[config.mk]
export PLATFORM = sky130hd
export DESIGN_NAME = updown_sweep_ctrl
export DESIGN_NICKNAME = d
export VERILOG_FILES = /design/src/rtl/updown_sweep_pkg.sv /design/src/rtl/updown_sweep_ctrl_core.sv /design/src/rtl/updown_sweep_ctrl.sv
export SDC_FILE = /design/constraint.sdc
export NUM_CORES = 1
export LEC_CHECK = 0
export CAP_MARGIN = 25
export CELL_PAD_IN_SITES_DETAIL_PLACEMENT = 0
export CELL_PAD_IN_SITES_GLOBAL_PLACEMENT = 2
export CORE_ASPECT_RATIO = 0.5
export CORE_UTILIZATION = 31
export DETAILED_ROUTE_END_ITERATION = 6
export PLACE_DENSITY = 0.81
export RECOVER_POWER = 25
export SETUP_SLACK_MARGIN = 0.15
export SYNTH_ARGS = -nofsm -noshare
export SYNTH_HDL_FRONTEND = slang
export SYNTH_SLANG_ARGS = --single-unit
[constraint.sdc]
create_clock -name clk -period 3.1 [get_ports clk]
set_input_delay 0.62 -clock clk [delete_from_list [all_inputs] [get_ports clk]]
set_output_delay 0.62 -clock clk [all_outputs]
set_load 0.005 [all_outputs]
[src/rtl/updown_sweep_pkg.sv]
// Shared encodings for the up/down sweep sequencer: sweep modes and FSM states.
package updown_sweep_pkg;

    typedef enum logic [1:0] {
        MODE_WRAP_UP = 2'b00,
        MODE_WRAP_DN = 2'b01,
        MODE_BOUNCE  = 2'b10,
        MODE_ONESHOT = 2'b11
    } mode_t;

    typedef enum logic [1:0] {
        ST_IDLE     = 2'b00,
        ST_RUN_UP   = 2'b01,
        ST_RUN_DOWN = 2'b10
    } state_t;

endpackage

[src/rtl/updown_sweep_ctrl_core.sv]
// Loadable up/down counter register; load takes priority over a step.
module sweep_counter_core #(
    parameter int WIDTH = 3
) (
    input  logic             clk,
    input  logic             clear_n,
    input  logic             load,
    input  logic [WIDTH-1:0] value,
    input  logic             en,
    input  logic             dir,
    output logic [WIDTH-1:0] count
);

    always_ff @(posedge clk) begin
        if (!clear_n) begin
            count <= '0;
        end else if (load) begin
            count <= value;
        end else if (en) begin
            count <= dir ? count + WIDTH'(1) : count - WIDTH'(1);
        end
    end

endmodule

[src/rtl/updown_sweep_ctrl.sv]
// Window sweep sequencer: runs a counter over [lo, hi] in wrap, bounce or one-shot patterns.
// state       | meaning
// ST_IDLE     | stopped, config writes accepted, count holds
// ST_RUN_UP   | sweeping upward on each step_en
// ST_RUN_DOWN | sweeping downward on each step_en
module updown_sweep_ctrl
    import updown_sweep_pkg::*;
#(
    parameter int WIDTH      = 3,
    parameter int DEFAULT_LO = 0,
    parameter int DEFAULT_HI = 7
) (
    input  logic             clk,
    input  logic             clear_n,
    input  logic             cfg_we,
    input  logic [WIDTH-1:0] cfg_lo,
    input  logic [WIDTH-1:0] cfg_hi,
    input  logic [1:0]       cfg_mode,
    input  logic             start,
    input  logic             stop,
    input  logic             step_en,
    output logic [WIDTH-1:0] count,
    output logic             dir_up,
    output logic             busy,
    output logic             at_limit,
    output logic             done,
    output logic             cfg_err
);

    state_t           state, state_nxt;
    mode_t            mode;
    logic [WIDTH-1:0] lo, hi;
    logic             dir_q, dir_nxt;
    logic             done_q, done_nxt;
    logic             ld, en, step_dir;
    logic [WIDTH-1:0] ld_val;

    sweep_counter_core #(.WIDTH(WIDTH)) u_core (
        .clk     (clk),
        .clear_n (clear_n),
        .load    (ld),
        .value   (ld_val),
        .en      (en),
        .dir     (step_dir),
        .count   (count)
    );

    always_ff @(posedge clk) begin
        if (!clear_n) begin
            state  <= ST_IDLE;
            dir_q  <= 1'b1;
            done_q <= 1'b0;
        end else begin
            state  <= state_nxt;
            dir_q  <= dir_nxt;
            done_q <= done_nxt;
        end
    end

    // Window registers only move in IDLE, so a running sweep never sees them change.
    always_ff @(posedge clk) begin
        if (!clear_n) begin
            lo      <= WIDTH'(DEFAULT_LO);
            hi      <= WIDTH'(DEFAULT_HI);
            mode    <= MODE_WRAP_UP;
            cfg_err <= 1'b0;
        end else if (cfg_we) begin
            if (state != ST_IDLE || cfg_lo > cfg_hi) begin
                cfg_err <= 1'b1;
            end else begin
                lo      <= cfg_lo;
                hi      <= cfg_hi;
                mode    <= mode_t'(cfg_mode);
                cfg_err <= 1'b0;
            end
        end
    end

    always_comb begin
        state_nxt = state;
        dir_nxt   = dir_q;
        done_nxt  = 1'b0;
        ld        = 1'b0;
        ld_val    = count;
        en        = 1'b0;
        step_dir  = dir_q;
        if (stop) begin
            state_nxt = ST_IDLE;
        end else begin
            case (state)
                ST_IDLE: begin
                    if (start) begin
                        ld = 1'b1;
                        if (mode == MODE_WRAP_DN) begin
                            ld_val    = hi;
                            state_nxt = ST_RUN_DOWN;
                            dir_nxt   = 1'b0;
                        end else begin
                            ld_val    = lo;
                            state_nxt = ST_RUN_UP;
                            dir_nxt   = 1'b1;
                        end
                    end
                end
                ST_RUN_UP, ST_RUN_DOWN: begin
                    if (step_en) begin
                        case (mode)
                            MODE_WRAP_UP: begin
                                if (count == hi) begin
                                    ld = 1'b1; ld_val = lo;
                                end else begin
                                    en = 1'b1; step_dir = 1'b1;
                                end
                            end
                            MODE_WRAP_DN: begin
                                if (count == lo) begin
                                    ld = 1'b1; ld_val = hi;
                                end else begin
                                    en = 1'b1; step_dir = 1'b0;
                                end
                            end
                            MODE_BOUNCE: begin
                                // A single-point window has nowhere to bounce to, so it parks.
                                if (lo != hi) begin
                                    en = 1'b1;
                                    if (state == ST_RUN_UP) begin
                                        step_dir = (count != hi);
                                        if (count == hi) begin
                                            state_nxt = ST_RUN_DOWN;
                                            dir_nxt   = 1'b0;
                                        end
                                    end else begin
                                        step_dir = (count == lo);
                                        if (count == lo) begin
                                            state_nxt = ST_RUN_UP;
                                            dir_nxt   = 1'b1;
                                        end
                                    end
                                end
                            end
                            MODE_ONESHOT: begin
                                if (count == hi) begin
                                    done_nxt  = 1'b1;
                                    state_nxt = ST_IDLE;
                                end else begin
                                    en = 1'b1; step_dir = 1'b1;
                                end
                            end
                            default: ;
                        endcase
                    end
                end
                default: state_nxt = ST_IDLE;
            endcase
        end
    end

    always_comb begin
        busy     = (state != ST_IDLE);
        at_limit = (state == ST_RUN_UP && count == hi) ||
                   (state == ST_RUN_DOWN && count == lo);
    end

    assign dir_up = dir_q;
    assign done   = done_q;

endmodule

# Word-level counts from Yosys, hierarchy flattened
# Cells that the tools add are included.
# Widths: inputs -> output; s select.
# classes
n_addsub,2
multipliers,0
n_div,0
magnitude_cmp,1
n_eq_ne,27
shift,0
mux,53
bitwise,6
n_reduce_logical,17
# ops
operator,count
$mux 1,27
$mux 3,9
$ne 3x3->1 const B,6
$mux 2,8
$ne 4x4->1 const B,4
$reduce_and 8->1,2
$pmux 3 s2,2
$ne 2x2->1 const B,4
$pmux 2 s2,2
$reduce_and 7->1,1
$eq 2x2->1 const B,3
$eq 3x3->1,2
$ne 3x3->1,2
$not 1->1,6
$pmux 1 s2,3
$pmux 1 s3,2
$reduce_bool 2->1,3
$reduce_or 2->1,3
$reduce_or 5->1,1
$eq 2x1->1 const B,2
$logic_not 2->1,2
$ne 4x3->1 const B,1
$add 3x1->3 const B,1
$gt 3x3->1,1
7 further kinds,9
# totals
reg_bits,16
latch_bits,0
mem_bits_rw,0
mem_bits_ro,0
input_bits,14
output_inout_bits,8
wordCells,114
n_memories,0

# Logic depth before layout (Yosys ltp)
# logic_depth
depth_word,10
depth_mapped,12
ltp_nobuf,12

# Hierarchy
# From an unflattened synthesis, not the netlist that was laid out.
# hier_totals
hier_cells,181
hier_area_um2,1406.3
# modules_own_cells
mod,instances,cells_per_inst,area_each_um2,seq_area_each_um2
updown_sweep_ctrl,1,162,1232.4,260.2
sweep_counter_core,1,19,173.9,60.1

# Least setup slack after synthesis
# OpenSTA, ideal clock, no wires.
# synth_path
kind,register to register
from,register state[0]
to,register u_core.count[2]
setup_ns,0.074
arrival_time_ns,2.404
required_ns,3.026
path_slack_ns,0.622
path_stages_with_launch,12
path_buffers,0
period_less_slack_ns,2.478
path_cell_list,dfxtp_1 -> inv_1 -> ha_1 -> nand2_1 -> or3_1 -> o221ai_1 -> nand2_1 -> fa_1 -> xor2_1 -> nand3_1 -> nor3b_1 -> o21ai_0
# synth_via
elab_chain_cells,10
elab_cells_between_ends,28
classes_between,eq/ne (9); mux (15); reduce/logical (4)
# synth_lines
item,line,text
start: declaration,updown_sweep_ctrl.sv:30,"state_t state, state_nxt;"
start signal: assignment,updown_sweep_ctrl.sv:54,state <= state_nxt;
$eq 2x1->1,"updown_sweep_ctrl.sv:90, updown_sweep_ctrl.sv:126",
$mux 1,updown_sweep_ctrl.sv:126,if (state == ST_RUN_UP) begin
$mux 1,updown_sweep_ctrl.sv:124,if (lo != hi) begin
$pmux 1 s3,updown_sweep_ctrl.sv:107,case (mode)
$mux 1,updown_sweep_ctrl.sv:106,if (step_en) begin
$mux 1,updown_sweep_ctrl.sv:90,case (state)
$mux 1,updown_sweep_ctrl.sv:87,if (stop) begin
$mux 3,updown_sweep_ctrl_core.sv:20,count <= dir ? count + WIDTH'(1) : count - WIDTH'(1);
$mux 3,updown_sweep_ctrl_core.sv:19,end else if (en) begin
$mux 3,updown_sweep_ctrl_core.sv:17,end else if (load) begin
end signal: assignment,updown_sweep_ctrl_core.sv:18,count <= value;
end signal: assignment,updown_sweep_ctrl_core.sv:20,
end: declaration,updown_sweep_ctrl_core.sv:11,output logic [WIDTH-1:0] count
# Parallel ways exist; a longest one is shown, timed or not. The select of a mux whose other input is x is not followed.
# A chain may end at the register's enable or synchronous reset.

# Worst setup path after layout
# layout_path
from,register state[1]
to,register u_core.count[2]
# Same word-level chain as after synthesis.

==> metrics.md <==
| Metric | Value |
|---|---|
| Yosys reg bits | 16 |
| Via/cell ratio | 5.08 |
| Pin count of the biggest net entering global routing | 10 |
| Minimum clock period | 2.68 ns |
| Commonest cells after routing, fill and taps aside | 17 x clkdlybuf4s50_1, 16 x inv_1, 16 x dfxtp_1 |
| Post-route cell area | 0.00168 mm^2 |
| Final #Nets | around 210 |
| RSZ-0062 raised after global routing | no |
| Vias in the first global route | 1132 |
| Number of synthesized flops with an enable pin | 0 |
| Pre-CTS setup slack | 0.165 ns |
| GR Util All Layers | between 15 and 20% |
| Routability cong. | 0.820 |
| Hold Path Class | reg2reg |
| Synth unique cells | between 40 and 50 |
| Synthesis Warnings | 0 |
| Cell repeated most along the worst path | nand2_1 |
| CP top delay family | simple AND/OR/NAND/NOR gates |
| Top FF cell, synth | dfxtp_1 |
| WL met2 | 1240 um |
| Sequential share of the synthesized area | 23.6% |
| WS Path Type | reg2reg |
| First-pass GRT wire length | roughly 5500 um |
| Arrival @ worst endpoint | 2.87 ns |
| Worst Clk Skew | 0.00821 ns |
| PD cells | 405 mW/mm^2 |
| TritonCTS clock tree | yes |
| FP Rows | 16 |
| Cell leakage power | 0.668 nW |
| Total clock sinks | 16 |
| Drt pass-1 iters | 4 |
| Max stage delay cell, worst path | ha_1 |
| Setup ws final | about 0.42 ns |
| Die height | 48.8 um |
| Worst-path cell chain | inv_1 -> ha_1 -> nand2_1 -> or3_1 -> o221ai_2 -> nand2_1 -> fa_1 -> xor2_1 -> nand3_1 -> nor3b_1 -> o21ai_0 |
| Max Freq | 0.373 GHz |
| Worst rel slew slack | 70.7% |
| Top area cells in the synthesized netlist | dfxtp_1 24%, ha_1 11%, mux2i_1 11% |
| Metal1 wirelength | 1800 um |
| Crit path largest cell delay | 0.40 ns |
| Residual DRC count | 0 |
| Outcome | complete, no violations |
| Share of the synthesized area in the top cell type | 23.6% |
| Share of cells above drive strength 1 | 9.29% |
| VDD IR max | 147 uV |
| Final hold slack | 0.493 ns |
| Synth area leader | dfxtp_1 |
| Initial antenna violation count | 0 |
| Clk pin slew, worst setup/hold paths | 0.07 ns |
| DR top layer | met4 |
| WL final | 3290 um |
| Vias | 1204 |
| Routed Antenna Nets | 0 |
| Placed Instance Area | around 0.0016 mm^2 |
| Final period utilization | ~87% |
| Total power | 681 uW |
| Ant diodes | 0 |
| CP max FO | 6 |
| Final Setup Violations | 0 |
| Detailed Place HPWL | 2660 um |
| Setup TNS | 0 ns |
| Commonest non-fill, non-tap cell in the layout | clkdlybuf4s50_1 |
| Post-CTS Hold Buffers | 0 |
| Root Driver | clkbuf_8 |
| Initial drt markers | 99 |
| Average wire per standard cell | 13.9 um |
| Critical Path Source Type | flop |
| Port bufs | 21 |
| Synth async-reset ratio | 0% |
| Post-synthesis net count | 189 |
| Crit end category | flop |
| Area growth syn-to-layout | 24.0% |
| Synthesized area per cell | 8.37 um^2 |
| DR WL met3 | 223 um |
| Worst endpoint required time | 3.29 ns |
| Worst-Margin Slew | about 0.44 ns |
| Core area | 0.00404 mm^2 |
| Endpoints failing hold | 0 |
| Max-slew violations | 0 |
| CTS Buffer Depth | 2 |
| Post-Syn Area | between 0.001 and 0.0015 mm^2 |
| Chip width | roughly 96 um |
| Buf+Inv Stages, Crit Path | 1 |
| Initial Util | 33.5% |
| Mapped Cells | 162 |
| Maxcap violations | 0 |
| Htree depth | 1 |
| GRT overflow | 0 |
| # IOs | 22 |
| CTS Buf Count | 3 |
| Skew-Pair Late Insertion Delay | ~0.26 ns |
| Die area | between 0.004 and 0.005 mm^2 |
-- metal layers --
layer / global-route usage [%] / vias to the layer above
li1: - / 604
met1: 23.1 / 557
met2: 22.6 / 39
met3: 4.36 / 4
met4: 2.99 / 0
met5: 0 / -
-- what timing repair did --
action                     CTS  global route
resized for setup            0             1
setup buffers                0             0
setup endpoints to repair    0             1
-- flip-flops by register name, indices dropped and copies added (netlist names) --
signal,cells
cfg_err,1
dir_up,1
done,1
hi,3
lo,3
mode,2
state,2
u_core.count,3
-- metrics by stage --
stage,cells,utilization [%]
floorplan,162,-
global placement,233,40.1
detailed placement,233,40.1
CTS,237,41.4
global route,237,41.6
finish,237,41.6
-- kinds of logic (layout without fill, tap and decap cells) --
| logic type | Yosys count | count (layout) | synth area share [%] |
|---|---|---|---|
| AOI/OAI and AO/OA | 32 | 32 | 16.4 |
| xor gates and xnor gates | 13 | 13 | 9.50 |
| adders and majority gates | 13 | 13 | 12.5 |
| buffers and inverters | 25 | 46 | 7.93 |
| DFF | 16 | 16 | 23.6 |
| muxes | 16 | 16 | 12.1 |
| and+or+nand+nor | 47 | 47 | 17.9 |
-- report_power, final --
part	internal (mW)	switching [mW]	leakage, nW
Clock	0.113	0.0806	0.0288
Combinational	0.118	0.123	0.508
Sequential	0.221	0.0243	0.131
Total	0.452	0.228	0.668
-- path summary, 6_finish.rpt --
kind              slack [ns]  cells after the start     start         endpoint
hold reg to reg         0.49                      2  state[0]         state[0]
hold / removal          0.49                      2  state[0]         state[0]
setup reg to reg        0.42                     11  state[1]  u_core.count[2]
setup / recovery        0.42                     11  state[1]  u_core.count[2]
-- area by class of cell --
cell class,instances,area (um^2)
multi-input combinational,121,935
fill,446,2360
clock buffer,4,55.1
tap,54,67.6
sequential,16,320
inverter,17,63.8
timing repair buffer,25,240
-- worst min-delay path, stage by stage (launching register included) --
cell,delay (ns)
dfxtp_1,0.34
nand2_1,0.06
a21oi_1,0.05
-- cell usage after synthesis, drive strengths merged, types with 3 or more instances --
cell type / n
xnor2: 6
dfxtp: 16
inv: 16
a31oi: 4
clkbuf: 4
nand2: 10
mux2i: 16
or3: 4
ha: 12
buf: 4
a21oi: 6
o21ai: 6
nor4: 3
nor2: 13
xor2: 7
nand3: 4
Power figures use the tool's default switching activity.
==> edit, RTL diff (config.mk and constraints unchanged) <==
`WIDTH` is set to 3 in 2 places; all go to 6.
--- a/src/rtl/updown_sweep_ctrl_core.sv
+++ b/src/rtl/updown_sweep_ctrl_core.sv
@@ -2,3 +2,3 @@
 module sweep_counter_core #(
-    parameter int WIDTH = 3
+    parameter int WIDTH = 6
 ) (
--- a/src/rtl/updown_sweep_ctrl.sv
+++ b/src/rtl/updown_sweep_ctrl.sv
@@ -8,3 +8,3 @@
 #(
-    parameter int WIDTH      = 3,
+    parameter int WIDTH      = 6,
     parameter int DEFAULT_LO = 0,
Interface: changed (resized cfg_hi, cfg_lo and count); port bits go from 22 to 31. No check against the original RTL was run, so the function may have changed too.
==> edit against the unedited design <==
- critical path depth grew 2
- via count grew 57%
- power grew 62%
- routed wire length grew 64%
- highest routed layer unchanged
- final area grew 67%
- cell count grew 61%
- synthesized cell count grew 45%
- die area grew 49%
- global-route usage grew 1.2 points
- critical path type unchanged
- area after synthesis grew 51%
- worst setup slack lost 370 ps
- clock skew shrank 4.2 ps
- sequential cell count grew 9
- largest power group is now combinational logic
==> edit: results (changes against the unedited design) <==
stage,metric,value,unit,change
placed_design,place_inst,369,,+58%
placed_design,portBuffers,30,,+43%
drt,vias,1885,,+57%
finish,stdcell_count,382,,+61%
placed_design,postPlaceCellArea,2639,µm²,+63%
clock_tree,insertion_delay,260,ps,about the same
global_route,grt_max_degree,20,,+10
clock_tree,clock-root-buffer,clkbuf_16,,
logic_synthesis,synth_fa_ha_area_share,11.97,%,-0.58 points
global_route,grtUsageMet2,26.88,%,+4.3 points
clock_tree,post_cts_buffers,6,,+6
logic_synthesis,synth_common_cells,"dfxtp_1, o21ai_0, ha_1, nand3_1, inv_1",,
outcome,status,"finished, final reports clean",,
worst_hold_path,worstHoldEndpoint,hi[4]$_SDFFE_PN0P_,,
global_route,met3_usage,3.170,%,-1.2 points
clock_tree,cts-resized-gates,4,,+4
worst_setup_path,cpLargestDelayFamily,compound AO/OA/AOI/OAI gates,,
finish,nets,334,,+58%
worst_setup_path,crit_path_max_incr_delay,360,ps,-40 ps
sta,finClkSkew,4.056,ps,-4.159 ps
logic_synthesis,synth-xor-area-share,9.402,%,-0.10 points
placed_design,gp_congestion,0.8355,,+1.9%
logic_synthesis,ys_seq_area_share,24.42,%,+0.80 points
logic_synthesis,synth_cell_types,56,,+14%
logic_synthesis,syn_inst,235,,+45%
worst_hold_path,worstHoldStart,hi[4]$_SDFFE_PN0P_,,
placed_design,hpwl,4242,µm,+59%
power,leakagePower,0.001222,µW,+83%
worst_setup_path,r2r_end,u_core.count[5]$_SDFFE_PN0P_,,
logic_synthesis,synthesis.nets,274,,+45%
worst_setup_path,crit_end,u_core.count[5]$_SDFFE_PN0P_,,
worst_setup_path,crit_path_top_delay_cell,nor4_4,,
worst_setup_path,rr_worst_depth,13,,+2
logic_synthesis,synth-compound-area-share,23.69,%,+7.3 points
drt,drt_iter0_markers,71,,-28%
finish,reg_top3,"hi: 6 flops, lo: 6 flops, u_core.count: 6 flops",,
finish,drive_gt1_share,21.77,%,+12 points
logic_synthesis,synth.area.mux_share,7.570,%,-4.5 points
-- edit: cell count changes after synthesis, sizes merged, moves of 4 or more --
cell / change
nor2: -5
xor2: +6
a21boi: +11
nand3: +14
a31oi: -4
o21a: +5
nor2b: +5
or3: -4
dfxtp: +9
mux2i: -5
o21ai: +14
o311ai: +4
mux2: +4
ha: +6
-- edit: power breakdown --
| group | internal (µW) | switching, µW | total (µW) | leakage (µW) |
|---|---|---|---|---|
| logic | 208 | 202 | 409 | 0.000973 |
| registers | 347 | 31.8 | 379 | 0.000208 |
| clock network | 179 | 134 | 312 | 0.0000415 |
-- edit: layer usage --
| layer | share of wire, % | vias up |
|---|---|---|
| met5 | 0 | - |
| met3 | 4.6 | 6 |
| met2 | 42 | 40 |
| met1 | 52 | 865 |
| li1 | - | 974 |
| met4 | 0.91 | 0 |
-- edit: worst reg2reg max path, cell delays in order, from the launching register on --
cell      delay, ps
dfxtp_2         340
xor2_1          180
nor4_4          360
nand3_1         150
and4b_1         240
a211oi_4        210
ha_1            280
a21o_1          160
a21o_1          170
a21o_1          170
a21oi_2         120
xnor2_1         130
and3b_1         190
o31a_1          230
-- edit: stage by stage --
step | hold slack [ps] | setup slack, ps
6_report | 521.7 | 46.17
5_1_grt | 563.2 | -90.50
4_1_cts | 520.9 | 54.06
3_5_place_dp | 519.5 | -279.2
3_3_place_gp | 509.5 | -205.8
2_1_floorplan | 486.6 | 54.01
-- edit: final cells by class --
class | count | area [µm²]
sequential | 25 | 518.0
timing repair buffer | 63 | 553.0
inverter | 14 | 52.55
fill | 614 | 3421
multi-input combinational | 188 | 1493
clock inverter | 1 | 8.758
tap | 88 | 110.1
clock buffer | 3 | 75.07
